$ cat src/rtl/adder_pipe.sv
// Pipelined add/subtract unit: WIDTH-bit operands are processed CHUNK bits per stage,
// carry registered between stages, with a valid bit per slot and a global enable stall.
module adder_pipe #(
    parameter int WIDTH = 16,
    parameter int CHUNK = 4
) (
    input  logic             clk,
    input  logic             rst,
    input  logic             enable,
    input  logic             in_valid,
    input  logic [WIDTH-1:0] A,
    input  logic [WIDTH-1:0] B,
    input  logic             sub,
    output logic [WIDTH:0]   Sum,
    output logic             out_valid
);
    localparam int          STAGES    = WIDTH / CHUNK;
    localparam int          LAST      = STAGES - 1;
    localparam int unsigned PIPE_REGS = STAGES - 1;
    localparam int unsigned REGS      = (STAGES > 1) ? STAGES - 1 : 1;

    // Per-stage view of the operation currently entering that stage
    logic [WIDTH-1:0] st_a     [STAGES];
    logic [WIDTH-1:0] st_b     [STAGES];
    logic [WIDTH-1:0] st_res   [STAGES];
    logic             st_cin   [STAGES];
    logic             st_valid [STAGES];
    logic             st_sub   [STAGES];

    logic [CHUNK:0]   slice_sum [STAGES];
    logic [WIDTH-1:0] nxt_res   [STAGES];

    // Inter-stage registers: skewed operands, partial results, carry, slot tags
    logic [WIDTH-1:0] r_a     [REGS];
    logic [WIDTH-1:0] r_b     [REGS];
    logic [WIDTH-1:0] r_res   [REGS];
    logic             r_carry [REGS];
    logic             r_valid [REGS];
    logic             r_sub   [REGS];

    for (genvar k = 0; k < STAGES; k++) begin : g_stage
        localparam logic [WIDTH-1:0] SLICE_MASK = WIDTH'({CHUNK{1'b1}}) << (k * CHUNK);

        if (k == 0) begin : g_head
            // B is inverted up front and sub is the carry-in, giving A + ~B + 1
            assign st_a[k]     = A;
            assign st_b[k]     = B ^ {WIDTH{sub}};
            assign st_res[k]   = '0;
            assign st_cin[k]   = sub;
            assign st_valid[k] = in_valid;
            assign st_sub[k]   = sub;
        end else begin : g_body
            assign st_a[k]     = r_a[k-1];
            assign st_b[k]     = r_b[k-1];
            assign st_res[k]   = r_res[k-1];
            assign st_cin[k]   = r_carry[k-1];
            assign st_valid[k] = r_valid[k-1];
            assign st_sub[k]   = r_sub[k-1];
        end

        assign slice_sum[k] = {1'b0, st_a[k][k*CHUNK +: CHUNK]}
                            + {1'b0, st_b[k][k*CHUNK +: CHUNK]}
                            + {{CHUNK{1'b0}}, st_cin[k]};

        assign nxt_res[k] = (st_res[k] & ~SLICE_MASK)
                          | (WIDTH'(slice_sum[k][CHUNK-1:0]) << (k * CHUNK));
    end

    always_ff @(posedge clk) begin
        if (rst) begin
            for (int unsigned i = 0; i < REGS; i++) begin
                r_valid[i] <= 1'b0;
            end
            Sum       <= '0;
            out_valid <= 1'b0;
        end else if (enable) begin
            for (int unsigned i = 0; i < PIPE_REGS; i++) begin
                r_valid[i] <= st_valid[i];
            end
            out_valid <= st_valid[LAST];
            // Final carry is the inverse of the borrow flag when subtracting
            if (st_valid[LAST]) begin
                Sum <= {slice_sum[LAST][CHUNK] ^ st_sub[LAST], nxt_res[LAST]};
            end
        end
    end

    always_ff @(posedge clk) begin
        if (enable) begin
            for (int unsigned i = 0; i < PIPE_REGS; i++) begin
                r_a[i]     <= st_a[i];
                r_b[i]     <= st_b[i];
                r_res[i]   <= nxt_res[i];
                r_carry[i] <= slice_sum[i][CHUNK];
                r_sub[i]   <= st_sub[i];
            end
        end
    end

endmodule

$ cat config.mk
export PLATFORM = sky130hd
export DESIGN_NAME = adder_pipe
export DESIGN_NICKNAME = d
export VERILOG_FILES = /design/src/rtl/adder_pipe.sv
export SDC_FILE = /design/constraint.sdc
export NUM_CORES = 1
export LEC_CHECK = 0
export ABC_AREA = 1
export BUFFER_PORTS_ARGS = -buffer_cell sky130_fd_sc_hd__clkbuf_2
export CORE_MARGIN = 10
export CORE_UTILIZATION = 55
export CTS_BUF_LIST = sky130_fd_sc_hd__clkbuf_8
export DETAILED_ROUTE_END_ITERATION = 12
export PLACE_DENSITY_LB_ADDON = 0.12
export SLEW_MARGIN = 20
export SYNTH_ARGS = -nofsm -noshare
export SYNTH_HDL_FRONTEND = slang
export SYNTH_SLANG_ARGS = --single-unit
$ cat constraint.sdc
create_clock -name clk -period 3.3 [get_ports clk]
set_input_delay 0.33 -clock clk [delete_from_list [all_inputs] [get_ports clk]]
set_output_delay 0.33 -clock clk [all_outputs]
set_load 0.03 [all_outputs]
==> impl_metrics.ini, run 1 <==
[sta]
worst_pin_slew_ps = 633
drv_slew = 0
fmax_mhz = 555
setup_viol = 0
fin_ws_ps = 1500
finalCritPeriodShare_pct = 54.6
slew_headroom_pct = 57.8
whs_ps = 158
min_period_ps = 1800
rsz0062_at_grt = false
finClkSkew_ps = 9.15
hold_viol_final = 0
timing.setup.tns_ps = 0

[synthesis]
synth_area_per_cell_um2 = 14.4
synth-edff-count = 81
syn_nets = 324
yosys_warnings = 0
synth_area_um2 = 3850
synthFlopType = edfxtp_1
yosysTopAreaCellShare_pct = 63.1
synthArstFlopShare_pct = 0
yosysMostFrequentCell = edfxtp_1
synth.largest_area_cell = edfxtp_1
ys_top_cells_by_count = edfxtp_1 (81), nor2_1 (28), inv_1 (27), nand2_1 (23), xor2_1 (21)
synth.yosys.seq_area_share_pct = 72.4
ys_ff_latch = 99
synthCells = 268
synth.distinct_cells = 23
synthTopCellsByArea = edfxtp_1 (63%), dfxtp_1 (9.3%), xor2_1 (4.8%)

[setup_path]
crit-reg2reg-launch = r_a[0][44]$_DFFE_PP_
reg2regPathDepth = 11
critical_path_class = register to register
crit_fanout = 2
endpoint = Sum[16]$_SDFFE_PP0P_
crit_chain = inv_1, fa_1, fa_1, inv_1, nand2_1, nand2_1, nand2_1, nand2_1, nand3_1, nand2_1, inv_1
max_stage_delay_ps = 460
crit_required_ps = 3550
cp-start-kind = register
end_kind = register
r2r_slack_ps = 1500
crit_top_cell = nand2_1
crit_start = r_a[0][44]$_DFFE_PP_
cp_data_arrival_time_ps = 2050
crit_path_top_delay_cell = fa_1
worstReg2RegEnd = Sum[16]$_SDFFE_PP0P_

[placed_design]
io_buffers = 54
gp_congestion = 0.742
detailedPlace.worstSlack_ps = 1370
dp_hpwl_um = 3840

[detailed_routing]
post_drt_via_cell_ratio = 4.59
via_count = 1967
ant_nets = 0
drc_errors = 0
initialDrtViolationCount = 66
avgRoutedWirePerCell_um = 12.3
drt_pass1_iterations = 5
wirelength_um = 5300

[clocking]
htree_levels = 3
clock-root-buffer = clkbuf_8
cts_tree = built
cts_setup_buffers = 0
cts_buffers = 9
worst_skew_pair.late_latency_ps = 340
clock_path_buffers = 2
cts_sinks = 99
cts-hold-fix-buffers = 0
cts_resized = 0
clkTransAtPathRegs_ps = 90

[final_layout]
antenna_cells = 0
layout.nets = 384
n_fill_cell = 506
syn_to_final_growth_pct = 15.1
drive_gt1_share_pct = 22.2

[run_status]
status = finished clean

[pwr]
p_per_area_nw_per_um2 = 596
ir_drop_mv = 0.271
p_leak_nw = 1.87

[global_routing]
grtUsageTotal_pct = 10.5
grt-ovfl-total = 0
grt_max_degree = 53
grt_pass1_wl_um = 9340
grt_antenna_before_repair = 0
grt_pass1_vias = 2062

[floorplanning]
ioPinCount = 55
fp.dieW_um = 104
coreArea_um2 = 6790
dieArea_um2 = 10800
die-height_um = 104
fp-row-count = 30
start_util_pct = 56.7

[min_path]
hold_class = input pin to register

[flow_run]
drv_cap = 0
registers in the layout, indices dropped and copies added, names as in the netlist:
name	count
Sum	17
out_valid	1
r_a	24
r_b	24
r_carry	3
r_res	24
r_sub	3
r_valid	3
power breakdown:
part           internal, mW  switching (mW)
Clock                 0.497           0.365
Combinational        0.0987           0.154
Sequential             1.49          0.0337
Total                  2.09           0.553
per-stage QoR:
step                power (mW)  utilization [%]  instances  instance area, um2
global route              2.78             65.3        429                4440
floorplan                 1.72                -        268                3850
detailed placement        1.81             61.9        413                4200
CTS                       2.68             65.3        429                4440
finish                    2.64             65.3        429                4440
global placement          1.80             61.9        413                4200
how the worst min path moves through the flow:
stage,startpoint,to,slack [ps],depth (start not counted)
2_1_floorplan,r_a[0][8]$_DFFE_PP_,r_a[0][24]$_DFFE_PP_,400,0
3_3_place_gp,r_a[0][15]$_DFFE_PP_,r_a[0][31]$_DFFE_PP_,400,0
3_5_place_dp,r_b[0][11]$_DFFE_PP_,r_b[0][27]$_DFFE_PP_,400,0
4_1_cts,A[9],r_a[0][9]$_DFFE_PP_,130,1
5_1_grt,A[8],r_a[0][8]$_DFFE_PP_,130,1
6_report,A[9],r_a[0][9]$_DFFE_PP_,160,1
cells by family after synthesis:
logic type | share of synthesized area [%]
AO/OA/AOI/OAI | 4.09
XOR/XNOR | 5.00
adder cells (fa/ha/maj) | 7.53
buffers and inverters | 4.15
flip-flops | 72.4
AND/OR/NAND/NOR | 6.78
placed cells by master (no fill, tap or decap):
cell	instances
a21oi_1	10
buf_4	2
bufinv_16	3
clkbuf_2	53
clkbuf_8	9
clkinv_1	1
clkinv_2	1
dfxtp_1	18
edfxtp_1	81
fa_1	7
ha_1	12
inv_1	29
inv_2	1
inv_4	1
nand2_1	23
nand2_2	2
nand3_1	9
nor2_1	28
o21a_4	1
o21ai_0	17
o21bai_1	1
or2_1	1
or2_2	1
xnor2_1	1
xor2_1	21
routing by layer:
| layer | up-vias | track usage, % | wire length (um) | share of wire (%) |
|---|---|---|---|---|
| met5 | - | 0 | 0 | 0 |
| met4 | 0 | 5.07 | 33 | 0.62 |
| met3 | 2 | 4.09 | 354 | 6.7 |
| met2 | 52 | 15.4 | 2380 | 45 |
| met1 | 885 | 13.3 | 2530 | 48 |
| li1 | 1028 | - | - | - |
worst max-delay path: cells and delay by family, from the launching register on:
family | cells | cell delay (ps)
adders and majority gates | 2 | 880
and+or+nand+nor | 6 | 340
DFF | 1 | 330
buffers and inverters | 3 | 160
final cells by class:
| class | count | area [um2] | area share (%) |
|---|---|---|---|
| Tap cell | 96 | 120 | 2.71 |
| Clock inverter | 7 | 109 | 2.45 |
| Clock buffer | 9 | 124 | 2.79 |
| Inverter | 29 | 109 | 2.45 |
| Timing Repair Buffer | 55 | 280 | 6.32 |
| Multi-Input combinational cell | 134 | 902 | 20.3 |
| Sequential cell | 99 | 2790 | 62.9 |
Note: power is estimated with default switching activity, not from simulation.
==> run 2: changes to the inputs <==
clock period = 1.83 ns   (was 3.3 ns; I/O delays follow)
==> impl_metrics.ini, run 2 (synthesized netlist as in run 1, its figures left out) <==
[setup_path]
critical_path_class = register to register
end_kind = register
crit-reg2reg-launch = r_a[0][44]$_DFFE_PP_
crit_required_ps = 2090
endpoint = Sum[16]$_SDFFE_PP0P_
r2r_slack_ps = 160
worstReg2RegEnd = Sum[16]$_SDFFE_PP0P_
cp-start-kind = register
cp_data_arrival_time_ps = 1930
crit_fanout = 2
reg2regPathDepth = 11
crit_start = r_a[0][44]$_DFFE_PP_

[sta]
whs_ps = 20.3
timing.setup.tns_ps = 0
finalCritPeriodShare_pct = 91.3
hold_viol_final = 0
setup_viol = 0
worst_pin_slew_ps = 424
fin_ws_ps = 158
min_period_ps = 1670
drv_slew = 0
slew_headroom_pct = 71.7
fmax_mhz = 598
rsz0062_at_grt = false
finClkSkew_ps = 8.18

[final_layout]
drive_gt1_share_pct = 22.8
postLayoutCellArea_um2 = 4570
finalNonFillerCells = 442
fin_util_pct = 67.3
final_cell_mix = edfxtp_1 (81), clkbuf_2 (53), nor2_1 (28), inv_1 (27), nand2_1 (23)
final_common_cell = edfxtp_1
layout.nets = 397
antenna_cells = 0
largestRegisters = r_a: 24 flops, r_b: 24 flops, r_res: 24 flops
syn_to_final_growth_pct = 18.7

[pwr]
ir_drop_mv = 0.520
p_per_area_nw_per_um2 = 1050
p_total_mw = 4.82
p_leak_nw = 1.92

[global_routing]
grt_pass1_vias = 2144
grtUsageTotal_pct = 10.8
grt_antenna_before_repair = 0
grt-ovfl-total = 0
grt_pass1_wl_um = 9560
grt_max_degree = 36

[floorplanning]
ioPinCount = 55
fp-row-count = 30
start_util_pct = 56.7
die-height_um = 104
fp.dieW_um = 104
dieArea_um2 = 10800
coreArea_um2 = 6790

[detailed_routing]
ant_nets = 0
wirelength_um = 5250
avgRoutedWirePerCell_um = 11.9
drt_pass1_iterations = 4
initialDrtViolationCount = 61
via_count = 2031
drc_errors = 0
post_drt_via_cell_ratio = 4.60

[clocking]
clock-root-buffer = clkbuf_8
cts_buffers = 9
worst_skew_pair.late_latency_ps = 350
clock_path_buffers = 2
htree_levels = 3
clkTransAtPathRegs_ps = 80
cts_sinks = 99
cts_tree = built

[flow_run]
drv_cap = 0

[placed_design]
placed_cells = 415
gp_congestion = 0.748
io_buffers = 54
dpl-instance-area_um2 = 4220
detailedPlace.worstSlack_ps = 43.6
dp_hpwl_um = 3800

[min_path]
hold_class = input pin to register

[run_status]
status = finished clean
run 2: cell types whose count changed in the layout (fill, tap and decap cells not counted), sizes merged:
cell | previous run | this run
buf | 2 | 4
clkinv | 2 | 5
dlygate4sd3 | 0 | 11
inv | 31 | 28
run 2: area by class of cell:
cell class	instances	area, um2
timing repair buffer	68	405
clock buffer	9	124
clock inverter	7	116
inverter	29	109
multi-input combinational	134	907
tap	96	120
sequential	99	2790
fill	498	2220
run 2: repair_timing:
action                                 4_1_cts  5_1_grt
buffers inserted                             0        0
endpoints found under the hold margin       11        0
gates resized for setup                      0        2
hold buffers                                11        0
setup endpoints to repair                    0        1
run 2: metal layers:
layer / part of all wire [%] / track usage (%)
met1: 48 / 13.1
met2: 44 / 16.3
met3: 6.4 / 5.02
met4: 1.9 / 4.77
met5: 0 / 0
run 2: worst max-delay path, stage by stage, from the launching register on:
cell      delay (ps)
edfxtp_1         330
inv_1             60
fa_2             400
fa_2             360
inv_1             60
nand2_1           40
nand2_1           70
nand2_1           50
nand2_1           50
nand3_1           70
nand2_1           70
inv_1             30
run 2: power breakdown:
part | internal [mW] | switching [mW]
combinational | 0.195 | 0.276
sequential | 2.69 | 0.0609
clock | 0.905 | 0.691
total | 3.79 | 1.03
run 2: worst min path at each step:
stage,startpoint,end,slack [ps],cells after the start
floorplan,A[10],r_a[0][10]$_DFFE_PP_,280,0
global placement,A[10],r_a[0][10]$_DFFE_PP_,360,1
detailed placement,A[5],r_a[0][5]$_DFFE_PP_,360,1
CTS,A[12],r_a[0][12]$_DFFE_PP_,9,1
global route,A[12],r_a[0][12]$_DFFE_PP_,1,1
finish,A[12],r_a[0][12]$_DFFE_PP_,20,1
==> run 3: changes to the inputs <==
CORE_ASPECT_RATIO = 0.5   (was not set)
==> impl_metrics.ini, run 3 (synthesized netlist as in run 1, its figures left out) <==
[setup_path]
crit_required_ps = 2090
end_kind = register
crit_start = r_a[0][44]$_DFFE_PP_
critical_path_class = register to register
r2r_slack_ps = 160
endpoint = Sum[16]$_SDFFE_PP0P_
reg2regPathDepth = 11
worstReg2RegEnd = Sum[16]$_SDFFE_PP0P_
crit_fanout = 2
crit-reg2reg-launch = r_a[0][44]$_DFFE_PP_
cp_data_arrival_time_ps = 1930
cp-start-kind = register

[clocking]
worst_skew_pair.late_latency_ps = 350
htree_levels = 3
cts_tree = built
cts_buffers = 9
cts_setup_buffers = 0
cts_sinks = 99
clock_path_buffers = 2
clock-root-buffer = clkbuf_8
clkTransAtPathRegs_ps = 80

[final_layout]
multi_input_area_um2 = 907
syn_to_final_growth_pct = 17.6
seqCellArea_um2 = 2790
largestRegisters = r_a: 24 flops, r_b: 24 flops, r_res: 24 flops
final_cell_mix = edfxtp_1 (81), clkbuf_2 (53), inv_1 (29), nor2_1 (28), nand2_1 (23)
drive_gt1_share_pct = 22.4
layout.nets = 399
n_fill_cell = 481
final_common_cell = edfxtp_1
antenna_cells = 0

[detailed_routing]
wirelength_um = 5730
via_count = 2040
initialDrtViolationCount = 167
avgRoutedWirePerCell_um = 13.0
post_drt_via_cell_ratio = 4.64
drt_pass1_iterations = 4
ant_nets = 0
drc_errors = 0

[global_routing]
grt_pass1_vias = 2118
grtUsageTotal_pct = 11.0
grt_pass1_wl_um = 9480
grt_max_degree = 54
grt-ovfl-total = 0
grt_antenna_before_repair = 0

[floorplanning]
start_util_pct = 57.1
coreArea_um2 = 6750
ioPinCount = 55
fp.dieW_um = 138
fp-row-count = 21
die-height_um = 79.2
dieArea_um2 = 11000

[pwr]
p_per_area_nw_per_um2 = 983
p_total_mw = 4.46
ir_drop_mv = 0.516
p_leak_nw = 1.91

[sta]
setup_viol = 0
finalCritPeriodShare_pct = 91.2
worst_pin_slew_ps = 470
finClkSkew_ps = 5.67
hold_viol_final = 0
slew_headroom_pct = 68.5
drv_slew = 0
rsz0062_at_grt = false
min_period_ps = 1670
fmax_mhz = 599
timing.setup.tns_ps = 0

[flow_run]
drv_cap = 0

[min_path]
whs_path_depth = 2
hold_path.startpoint = B[9]
hold_class = input pin to register

[run_status]
status = finished clean

[placed_design]
gp_congestion = 0.776
dp_hpwl_um = 4170
io_buffers = 54
## run 3: cell types whose count changed in the layout (fill, tap and decap cells not counted), sizes merged
cell / delta
buf: +1
bufinv: -3
clkbuf: +2
clkinv: -1
dlygate4sd3: +1
inv: +2
## run 3: report_power, final
| group | leakage (nW) | switching, mW | internal [mW] |
|---|---|---|---|
| combinational | 0.865 | 0.287 | 0.201 |
| sequential | 0.944 | 0.0612 | 2.69 |
| clock | 0.0991 | 0.662 | 0.550 |
## run 3: how the worst min path moves through the flow
stage	slack [ps]	end
global route	100	r_b[0][4]$_DFFE_PP_
CTS	90	r_b[0][9]$_DFFE_PP_
global placement	360	r_a[0][15]$_DFFE_PP_
finish	120	r_b[0][9]$_DFFE_PP_
detailed placement	360	r_a[0][9]$_DFFE_PP_
floorplan	280	r_a[0][10]$_DFFE_PP_
## run 3: cell type report
| type | instances | area share [%] |
|---|---|---|
| multi-input combinational | 134 | 20.0 |
| timing repair buffer | 70 | 9.61 |
| tap | 92 | 2.54 |
| sequential | 99 | 61.6 |
| inverter | 29 | 2.40 |
| clock buffer | 11 | 3.34 |
| clock inverter | 5 | 0.469 |
## run 3: through the flow
step	setup slack, ps	cell area (um2)	cells	hold WS [ps]	util [%]
floorplan	151	3850	268	282	-
global placement	84.9	4230	412	360	62.7
detailed placement	61.0	4230	412	362	62.7
CTS	46.0	4530	440	89.6	67.0
global route	48.5	4530	440	95.8	67.1
finish	160	4530	440	120	67.1
## run 3: worst max-delay path, stage by stage, from the launching register on
cell      delay [ps]
edfxtp_1         330
inv_1             50
fa_2             400
fa_2             360
inv_1             60
nand2_1           50
nand2_1           70
nand2_1           50
nand2_1           50
nand3_1           60
nand2_1           70
inv_1             30
## run 3: timing repair
item / in CTS / in global routing
resized for setup: 0 / 2
hold buffers: 12 / 0
hold endpoints to repair: 12 / 0
endpoints found under the setup margin: 0 / 1
## run 3: routing by layer
layer	GRT usage (%)	vias to the layer above	share of wire, %
met5	0	-	0
met4	2.82	0	0.51
met3	6.65	6	6.9
met2	17.2	43	45
met1	12.6	933	47
li1	-	1058	-
